==> src/rtl/bus_fabric_pkg.sv <==
// Shared address map, slave indices and read-pipeline entry type for mem_bus_fabric.
// Region order here fixes the bit order of every packed per-slave bus.
package bus_fabric_pkg;

    localparam int NUM_MAP    = 6;
    localparam int IDX_W      = 4;
    localparam int SLV_RAM    = 0;
    localparam int SLV_MMIO   = 1;
    localparam int SLV_BULLET = 2;
    localparam int SLV_SPRITE = 3;
    localparam int SLV_HEALTH = 4;
    localparam int SLV_ARENA  = 5;

    localparam logic [31:0] ERR_WORD_DEFAULT = 32'hDEAD_BEEF;

    localparam logic [NUM_MAP*32-1:0] MAP_BASE = {
        32'h7000_0000, 32'h6000_0000, 32'h5000_0000,
        32'h4000_0000, 32'hFFFF_0000, 32'h0000_0000
    };
    localparam logic [NUM_MAP*32-1:0] MAP_MASK = {
        32'hFFFF_0000, 32'hFFFF_0000, 32'hFFFF_0000,
        32'hFFFF_0000, 32'hFFFF_FF00, 32'hFFFF_F000
    };

    // An all-zero entry is a write, so a flushed pipeline returns 0.
    typedef struct packed {
        logic [IDX_W-1:0] idx;
        logic             miss;
        logic             is_read;
    } rd_entry_t;

    function automatic logic [15:0] sat_inc(input logic [15:0] value);
        return (value == 16'hFFFF) ? value : value + 16'd1;
    endfunction

endpackage

==> src/rtl/bus_rd_pipe.sv <==
// Delays the {index, miss, is_read} select entry by RD_LAT cycles so the read
// mux lines up with synchronous slave RAMs; RD_LAT=0 is a straight wire.
module bus_rd_pipe
    import bus_fabric_pkg::*;
#(
    parameter int RD_LAT = 1
) (
    input  logic      clock,
    input  logic      reset,
    input  rd_entry_t in_entry,
    output rd_entry_t out_entry
);

    generate
        if (RD_LAT == 0) begin : g_bypass
            assign out_entry = in_entry;
        end else begin : g_pipe
            rd_entry_t stage_reg [RD_LAT];

            always_ff @(posedge clock) begin
                if (reset) begin
                    for (int i = 0; i < RD_LAT; i++) begin
                        stage_reg[i] <= '0;
                    end
                end else begin
                    stage_reg[0] <= in_entry;
                    for (int i = 1; i < RD_LAT; i++) begin
                        stage_reg[i] <= stage_reg[i-1];
                    end
                end
            end

            assign out_entry = stage_reg[RD_LAT-1];
        end
    endgenerate

endmodule

==> src/rtl/mem_bus_fabric.sv <==
// Base/mask address decode, one-hot slave enables, latency-aligned read mux and
// unmapped-access error reporting. Per-slave access counters: BUS_FABRIC_STATS_EN.
module mem_bus_fabric
    import bus_fabric_pkg::*;
#(
    parameter int                         NUM_SLAVES = 6,
    parameter int                         DATA_W     = 32,
    parameter logic [NUM_SLAVES*32-1:0]   SLAVE_BASE = MAP_BASE,
    parameter logic [NUM_SLAVES*32-1:0]   SLAVE_MASK = MAP_MASK,
    parameter int                         RD_LAT     = 1,
    parameter logic [DATA_W-1:0]          ERR_WORD   = DATA_W'(ERR_WORD_DEFAULT)
) (
    input  logic                         clock,
    input  logic                         reset,
    input  logic [31:0]                  cpu_addr,
    input  logic [DATA_W-1:0]            cpu_wdata,
    input  logic                         cpu_wren,
    output logic [DATA_W-1:0]            cpu_rdata,
    output logic [NUM_SLAVES-1:0]        s_wen,
    output logic [NUM_SLAVES-1:0]        s_ren,
    output logic [DATA_W-1:0]            s_wdata,
    input  logic [NUM_SLAVES*DATA_W-1:0] s_rdata,
    input  logic                         err_clr,
    output logic                         err_sticky,
    output logic [15:0]                  err_count,
    output logic [NUM_SLAVES*16-1:0]     stats_out
);

    logic [NUM_SLAVES-1:0] hit;
    logic [NUM_SLAVES-1:0] sel;
    logic [IDX_W-1:0]      sel_idx;
    logic                  miss;
    rd_entry_t             issue_entry;
    rd_entry_t             done_entry;
    logic                  err_sticky_reg;
    logic [15:0]           err_count_reg;

    generate
        for (genvar gi = 0; gi < NUM_SLAVES; gi++) begin : g_decode
            assign hit[gi] = (cpu_addr & SLAVE_MASK[gi*32 +: 32]) == SLAVE_BASE[gi*32 +: 32];
        end
    endgenerate

    // Scan from the top so the lowest-indexed overlapping region wins.
    always_comb begin
        sel     = '0;
        sel_idx = '0;
        for (int i = NUM_SLAVES - 1; i >= 0; i--) begin
            if (hit[i]) begin
                sel     = '0;
                sel[i]  = 1'b1;
                sel_idx = IDX_W'(i);
            end
        end
    end

    assign miss    = ~|hit;
    assign s_wen   = {NUM_SLAVES{cpu_wren}} & sel;
    assign s_ren   = {NUM_SLAVES{~cpu_wren}} & sel;
    assign s_wdata = cpu_wdata;

    assign issue_entry = '{idx: sel_idx, miss: miss, is_read: ~cpu_wren};

    bus_rd_pipe #(
        .RD_LAT (RD_LAT)
    ) u_rd_pipe (
        .clock     (clock),
        .reset     (reset),
        .in_entry  (issue_entry),
        .out_entry (done_entry)
    );

    always_comb begin
        cpu_rdata = '0;
        if (done_entry.is_read) begin
            if (done_entry.miss) begin
                cpu_rdata = ERR_WORD;
            end else begin
                for (int i = 0; i < NUM_SLAVES; i++) begin
                    if (done_entry.idx == IDX_W'(i)) begin
                        cpu_rdata = s_rdata[i*DATA_W +: DATA_W];
                    end
                end
            end
        end
    end

    // A clear still records a miss from the same cycle.
    always_ff @(posedge clock) begin
        if (reset) begin
            err_sticky_reg <= 1'b0;
            err_count_reg  <= '0;
        end else if (err_clr) begin
            err_sticky_reg <= miss;
            err_count_reg  <= {15'd0, miss};
        end else if (miss) begin
            err_sticky_reg <= 1'b1;
            err_count_reg  <= sat_inc(err_count_reg);
        end
    end

    assign err_sticky = err_sticky_reg;
    assign err_count  = err_count_reg;

`ifdef BUS_FABRIC_STATS_EN
    generate
        for (genvar gi = 0; gi < NUM_SLAVES; gi++) begin : g_stats
            logic [15:0] count_reg;

            always_ff @(posedge clock) begin
                if (reset) begin
                    count_reg <= '0;
                end else if (err_clr) begin
                    count_reg <= {15'd0, sel[gi]};
                end else if (sel[gi]) begin
                    count_reg <= sat_inc(count_reg);
                end
            end

            assign stats_out[gi*16 +: 16] = count_reg;
        end
    endgenerate
`else
    assign stats_out = '0;
`endif

endmodule

==> config.mk <==
export PLATFORM = sky130hd
export DESIGN_NAME = mem_bus_fabric
export DESIGN_NICKNAME = d
export VERILOG_FILES = /design/src/rtl/bus_fabric_pkg.sv /design/src/rtl/bus_rd_pipe.sv /design/src/rtl/mem_bus_fabric.sv
export SDC_FILE = /design/constraint.sdc
export NUM_CORES = 1
export LEC_CHECK = 0
export ABC_AREA = 1
export CORE_AREA = 4 4 173 175
export DETAILED_ROUTE_END_ITERATION = 8
export DIE_AREA = 0 0 177 179
export GPL_TIMING_DRIVEN = 0
export MAX_ROUTING_LAYER = met4
export SLEW_MARGIN = 20
export SYNTH_ARGS = -nofsm -noshare
export SYNTH_HDL_FRONTEND = slang
export SYNTH_SLANG_ARGS = --single-unit
==> constraint.sdc <==
create_clock -name clock -period 1.4 [get_ports clock]
set_input_delay 0.28 -clock clock [delete_from_list [all_inputs] [get_ports clock]]
set_output_delay 0.28 -clock clock [all_outputs]
set_load 0.05 [all_outputs]
==> impl_metrics.ini <==
[run_status]
failed_checks = setup timing
status = finished, violations left

[placement]
numPortBuffers = 311
pre_cts_ws_ns = -1.54
hpwl_um = 20100
gp_congestion = 0.811

[cells_and_area]
largest_reg_flops = 16
syn2layout_area_growth_pct = 169
fillers = 2866
multi_input_area_mm2 = 0.00422
mostFrequentLayoutCell = clkdlybuf4s50_1
final_cell_mix = 194 x clkdlybuf4s50_1, 171 x buf_4, 96 x conb_1
fin_nets = 1470
drive_above_1_share_pct = 51.0
seq_area_um2 = 490
n_antenna_cell = 0

[yosys]
syn_inst = 727
ys_seq_area_share_pct = 10.5
ys_seq_elements = 22
yosys_warnings = 0
syn_area_per_cell_um2 = 5.76
synth.distinct_cells = 33
syn_area_mm2 = 0.00419

[critical_path]
end_kind = primary output
max_stage_delay_ns = 0.36
r2r_slack_ns = -0.17
critical_path_arrival_ns = 1.87
critical-path-top-delay-family = buffers and inverters
crit_buf_inv = 6
cp.required_ns = 1.12
worst_setup_path_start_kind = register
path_cells = buf_8 -> clkinv_8 -> nand3_4 -> buf_12 -> clkbuf_16 -> o21ai_4 -> a21oi_2 -> nand3_1 -> o21ai_2 -> inv_2 -> buf_8
critPathKind = register to primary output
cp_max_fo = 7
cpMostUsedCell = buf_8
cpMaxStageDelayCell = dfxtp_4

[power_and_ir_drop]
combinationalPowerShare_pct = 64.8
swShare_pct = 43.1
vdd_drop_max_uv = 370
pwr-share-seq_pct = 15.5
p_per_area_mw_per_mm2 = 365
clockPowerShare_pct = 19.8
intPower_mw = 2.34
switchingPower_mw = 1.77
power.leakage_nw = 5.02

[global_routing]
antenna_found_initial = 0
gr-usage-all-layers_pct = 14.7
grt_overflow_total = 0
grt_max_degree = 14
grt_pass1_wl_um = 35700
grt_pass1_vias = 6121

[min_path]
hp-class = input pin to register

[timing]
fmax_mhz = 465
worstMarginPinSlew_ns = 0.765
finalSetupViolations = 60
fin_crit_sh_pct = 154
grt_setup_unrepaired = yes
finalClockSkew_ns = 0.00183
tns_ns = -25.09
setup_ws_ns = -0.750
period_minus_slack_ns = 2.15
slew_violations = 0
slew_headroom_pct = 49.0
hold_viol = 0

[routing]
drcViolationCount = 0
vias = 6246
first_pass_iters = 4
wl_um = 26500
detail-route-antenna-nets = 0
wl_per_cell_um = 16.6
viasPerCell = 3.92
drt_iter0_markers = 168

[cts]
cts_sinks = 22
clock_latency_ns = 0.26
cts_hold_buffers = 0
cts_tree = built
ctsLongestPathBuffers = 2
path_clk_slew_ns = 0.06
cts.root.buffer_cell = clkbuf_16
cts_made_buffers = 3
ctsHtreeMaxLevel = 1

[die]
io_pins = 449
dieWidth_um = 177
die_area_mm2 = 0.0317
coreArea_mm2 = 0.0285
die_h_um = 179
num_rows = 62
start_util_pct = 14.7

[run]
max_cap_violations = 0
cell type report:
type | count | area share, %
Buffer | 161 | 12.8
Clock buffer | 3 | 0.667
Clock inverter | 1 | 0.267
Inverter | 101 | 3.79
Multi-Input combinational cell | 537 | 37.5
Sequential cell | 22 | 4.36
Tap cell | 384 | 4.27
Timing Repair Buffer | 383 | 36.3
logic make-up after synthesis:
family	Yosys count	share of synthesized area [%]
AOI/OAI and AO/OA	122	17.2
xor gates and xnor gates	13	2.72
adders and majority gates	1	0.299
buffers and inverters	263	35.9
DFF	22	10.5
other	1	0.0896
and+or+nand+nor	305	33.2
repair_timing:
action                                  CTS  global route
endpoints found under the setup margin  114            61
hold endpoints to repair                  0             0
pin swaps                                62            48
resized for setup                       705           101
buffers inserted                         36            26
gates cloned                              9             3
power by group through the flow:
stage	Sequential (mW)	Combinational (mW)	Clock, mW
CTS	0.639	2.55	0.825
global route	0.637	2.78	0.854
global placement	0.656	2.42	0
detailed placement	0.656	2.43	0
finish	0.635	2.66	0.811
floorplan	0.668	1.50	0
stage by stage:
step | hold WS (ns) | cell area, µm² | utilization (%) | total power, mW | cells
finish | 0.288 | 11200 | 39.5 | 4.10 | 1592
global route | 0.283 | 11200 | 39.5 | 4.27 | 1592
CTS | 0.283 | 10600 | 37.2 | 4.02 | 1566
detailed placement | 0.463 | 9210 | 32.3 | 3.09 | 1517
global placement | 0.469 | 9210 | 32.3 | 3.08 | 1517
floorplan | 0.347 | 5610 | - | 2.16 | 822
Yosys cell counts:
cell type | number | area (µm²)
a21oi_1 | 28 | 140
buf_6 | 1 | 11.3
xor2_1 | 7 | 61.3
or2_1 | 1 | 6.26
buf_1 | 3 | 11.3
nand3_1 | 74 | 370
nand2_4 | 1 | 11.3
buf_8 | 1 | 15.0
ha_1 | 1 | 12.5
buf_4 | 128 | 961
nor2_1 | 72 | 270
nor2_2 | 3 | 18.8
nor2_4 | 1 | 11.3
conb_1 | 1 | 3.75
a21oi_2 | 10 | 87.6
clkbuf_1 | 15 | 56.3
o21ai_0 | 51 | 255
nor3_1 | 17 | 85.1
dfxtp_1 | 22 | 440
o21ai_1 | 14 | 70.1
and2_1 | 1 | 6.26
buf_2 | 14 | 70.1
inv_2 | 6 | 22.5
nand2_1 | 112 | 420
nand4_4 | 1 | 21.3
a41oi_1 | 19 | 166
or2_2 | 1 | 6.26
inv_1 | 95 | 357
xnor2_1 | 6 | 52.6
nand3_2 | 3 | 30.0
nand4_1 | 16 | 100
nand3_4 | 1 | 17.5
nor3_4 | 1 | 16.3
worst register-to-register path: stages (launching register included):
cell,delay (ns)
dfxtp_4,0.35
buf_6,0.10
ha_4,0.16
nand3_4,0.09
nor3_4,0.19
nand2_4,0.11
nand4_4,0.12
buf_6,0.13
buf_12,0.11
nand2_2,0.05
a21oi_2,0.10
worst paths after layout:
path	cells after the start	startpoint	to
max	11	u_rd_pipe.g_pipe.stage_reg[0][4]	cpu_rdata[27]
min	2	cpu_wren	u_rd_pipe.g_pipe.stage_reg[0][0]
max reg2reg	10	err_count[1]	err_count[15]
min reg2reg	2	err_sticky	err_sticky
metal layers:
metal,GRT usage [%],share of wire (%),up-vias
met5,-,0,-
met4,2.39,2.3,0
met3,2.15,5.8,32
met2,27.8,54,219
met1,16.6,38,2898
li1,-,-,3097
No activity file was read; power rests on OpenSTA's default activity.
==> patch: new RTL, same settings <==
Add a define of `BUS_FABRIC_STATS_EN`.
--- a/src/rtl/mem_bus_fabric.sv
+++ b/src/rtl/mem_bus_fabric.sv
@@ -1,5 +1,7 @@
 // Base/mask address decode, one-hot slave enables, latency-aligned read mux and
 // unmapped-access error reporting. Per-slave access counters: BUS_FABRIC_STATS_EN.
+`define BUS_FABRIC_STATS_EN
+
 module mem_bus_fabric
     import bus_fabric_pkg::*;
 #(
Behaviour: not the same (a bounded check fails within 4 cycles, from zero or initial values and one cycle with reset high).
==> patch against the unedited design <==
- the flow still finishes with violations (negative setup slack)
- maximum frequency fell by 5.1%
- die area did not move
- largest power group is now the clock network
- non-clock buffer count rose by 92
- largest cell class is now multi-input combinational cells
- area after synthesis rose by 110%
- final cell count rose by 52%
- first-iteration DRC count rose to 3.3 times the old value
- sequential cell count rose by 96
- routed wire length rose by 68%
- register-to-register slack got worse by 0.07 ns
- setup slack got worse by 0.12 ns
- critical path type unchanged
- cell area rose by 61%
- total power rose by 130%
==> patch: results (changes against the unedited design) <==
[run_status]
violations = negative setup slack
status = complete, but fails checks

[worst_setup_path]
critPathCapture = cpu_rdata[30]
cp_max_fo = 3  ; -4
r2r-end = g_stats[0].count_reg[14]
startpoint = u_rd_pipe.g_pipe.stage_reg[0][3]

[drt]
post_drt_wl_per_cell_um = 18.4  ; +11%
dr_wl_met2_mm = 23.7  ; +65%
routedLengthMet1_mm = 16.9  ; +69%

[global_routing]
grt_util_met2 = 0.481  ; +0.204
grt_use_met1 = 0.288  ; +0.121
grt_pass1_vias = 11700  ; +91%
use_met3 = 0.0508  ; +0.0293
antenna_found_initial = 7  ; +7
grt_pass1_wl_mm = 64.3  ; +80%

[sta]
fin_ws_ns = -0.866  ; -0.116 ns
setup_viol = 150  ; +150%
hold_ws_ns = 0.187  ; -0.101 ns
skew_ns = 0.00682  ; +0.00498 ns
worst_pin_slew_ns = 0.793  ; +0.0281 ns

[layout]
drive_gt1_frac = 0.484  ; -0.0257
nNetsFinal = 2284  ; +55%

[power_and_ir_drop]
leakage_nw = 7.47  ; +49%
ir_drop_mv = 0.783  ; +110%

[placed_design]
dpl.hpwl_mm = 33.0  ; +64%

## patch: cell types whose count changed after synthesis, moves of 50 or more
cell	before	now
dfxtp_1	22	118
a21oi_1	28	128
xor2_1	7	57
nor2_1	72	138
buf_4	128	39
inv_1	95	156
nand2_1	112	388
## patch: area by class of cell
| type | instances | share of cell area |
|---|---|---|
| sequential | 118 | 0.146 |
| inverter | 166 | 0.0393 |
| antenna | 7 | 0.000969 |
| multi-input combinational | 1078 | 0.427 |
| clock inverter | 13 | 0.00505 |
| buffer | 86 | 0.0457 |
| tap | 384 | 0.0266 |
| timing repair buffer | 550 | 0.283 |
| clock buffer | 19 | 0.0263 |
## patch: worst max-delay path, cell delays in order, from the launching register on
cell	delay (ns)
dfxtp_4	0.38
inv_4	0.05
buf_6	0.11
nor2_4	0.11
nand2_4	0.08
buf_6	0.13
buf_6	0.11
nand2_4	0.06
o22ai_4	0.08
nand3_1	0.09
o21ai_1	0.08
inv_2	0.13
buf_8	0.15
## patch: stage by stage
step | utilization | std cells
global placement | 0.508 | 2238
detailed placement | 0.508 | 2238
global route | 0.635 | 2421
floorplan | - | 1449
finish | 0.635 | 2421
CTS | 0.582 | 2374
## patch: kinds of logic after synthesis
family	share of synthesized area
buffers and inverters	0.129
AO/OA/AOI/OAI	0.146
AND/OR/NAND/NOR	0.363
flip-flops	0.267
adder cells (fa/ha/maj)	0.00989
XOR/XNOR	0.0851
## patch: power by group
part | switching (mW) | internal [mW]
clock network | 1.72 | 2.48
registers | 0.0251 | 3.27
logic | 0.992 | 0.973
## patch: what timing repair did
item	CTS	global route
gates resized for setup	1384	357
pin swaps	101	95
buffers inserted	90	44
gates cloned	14	2
setup endpoints to repair	306	186
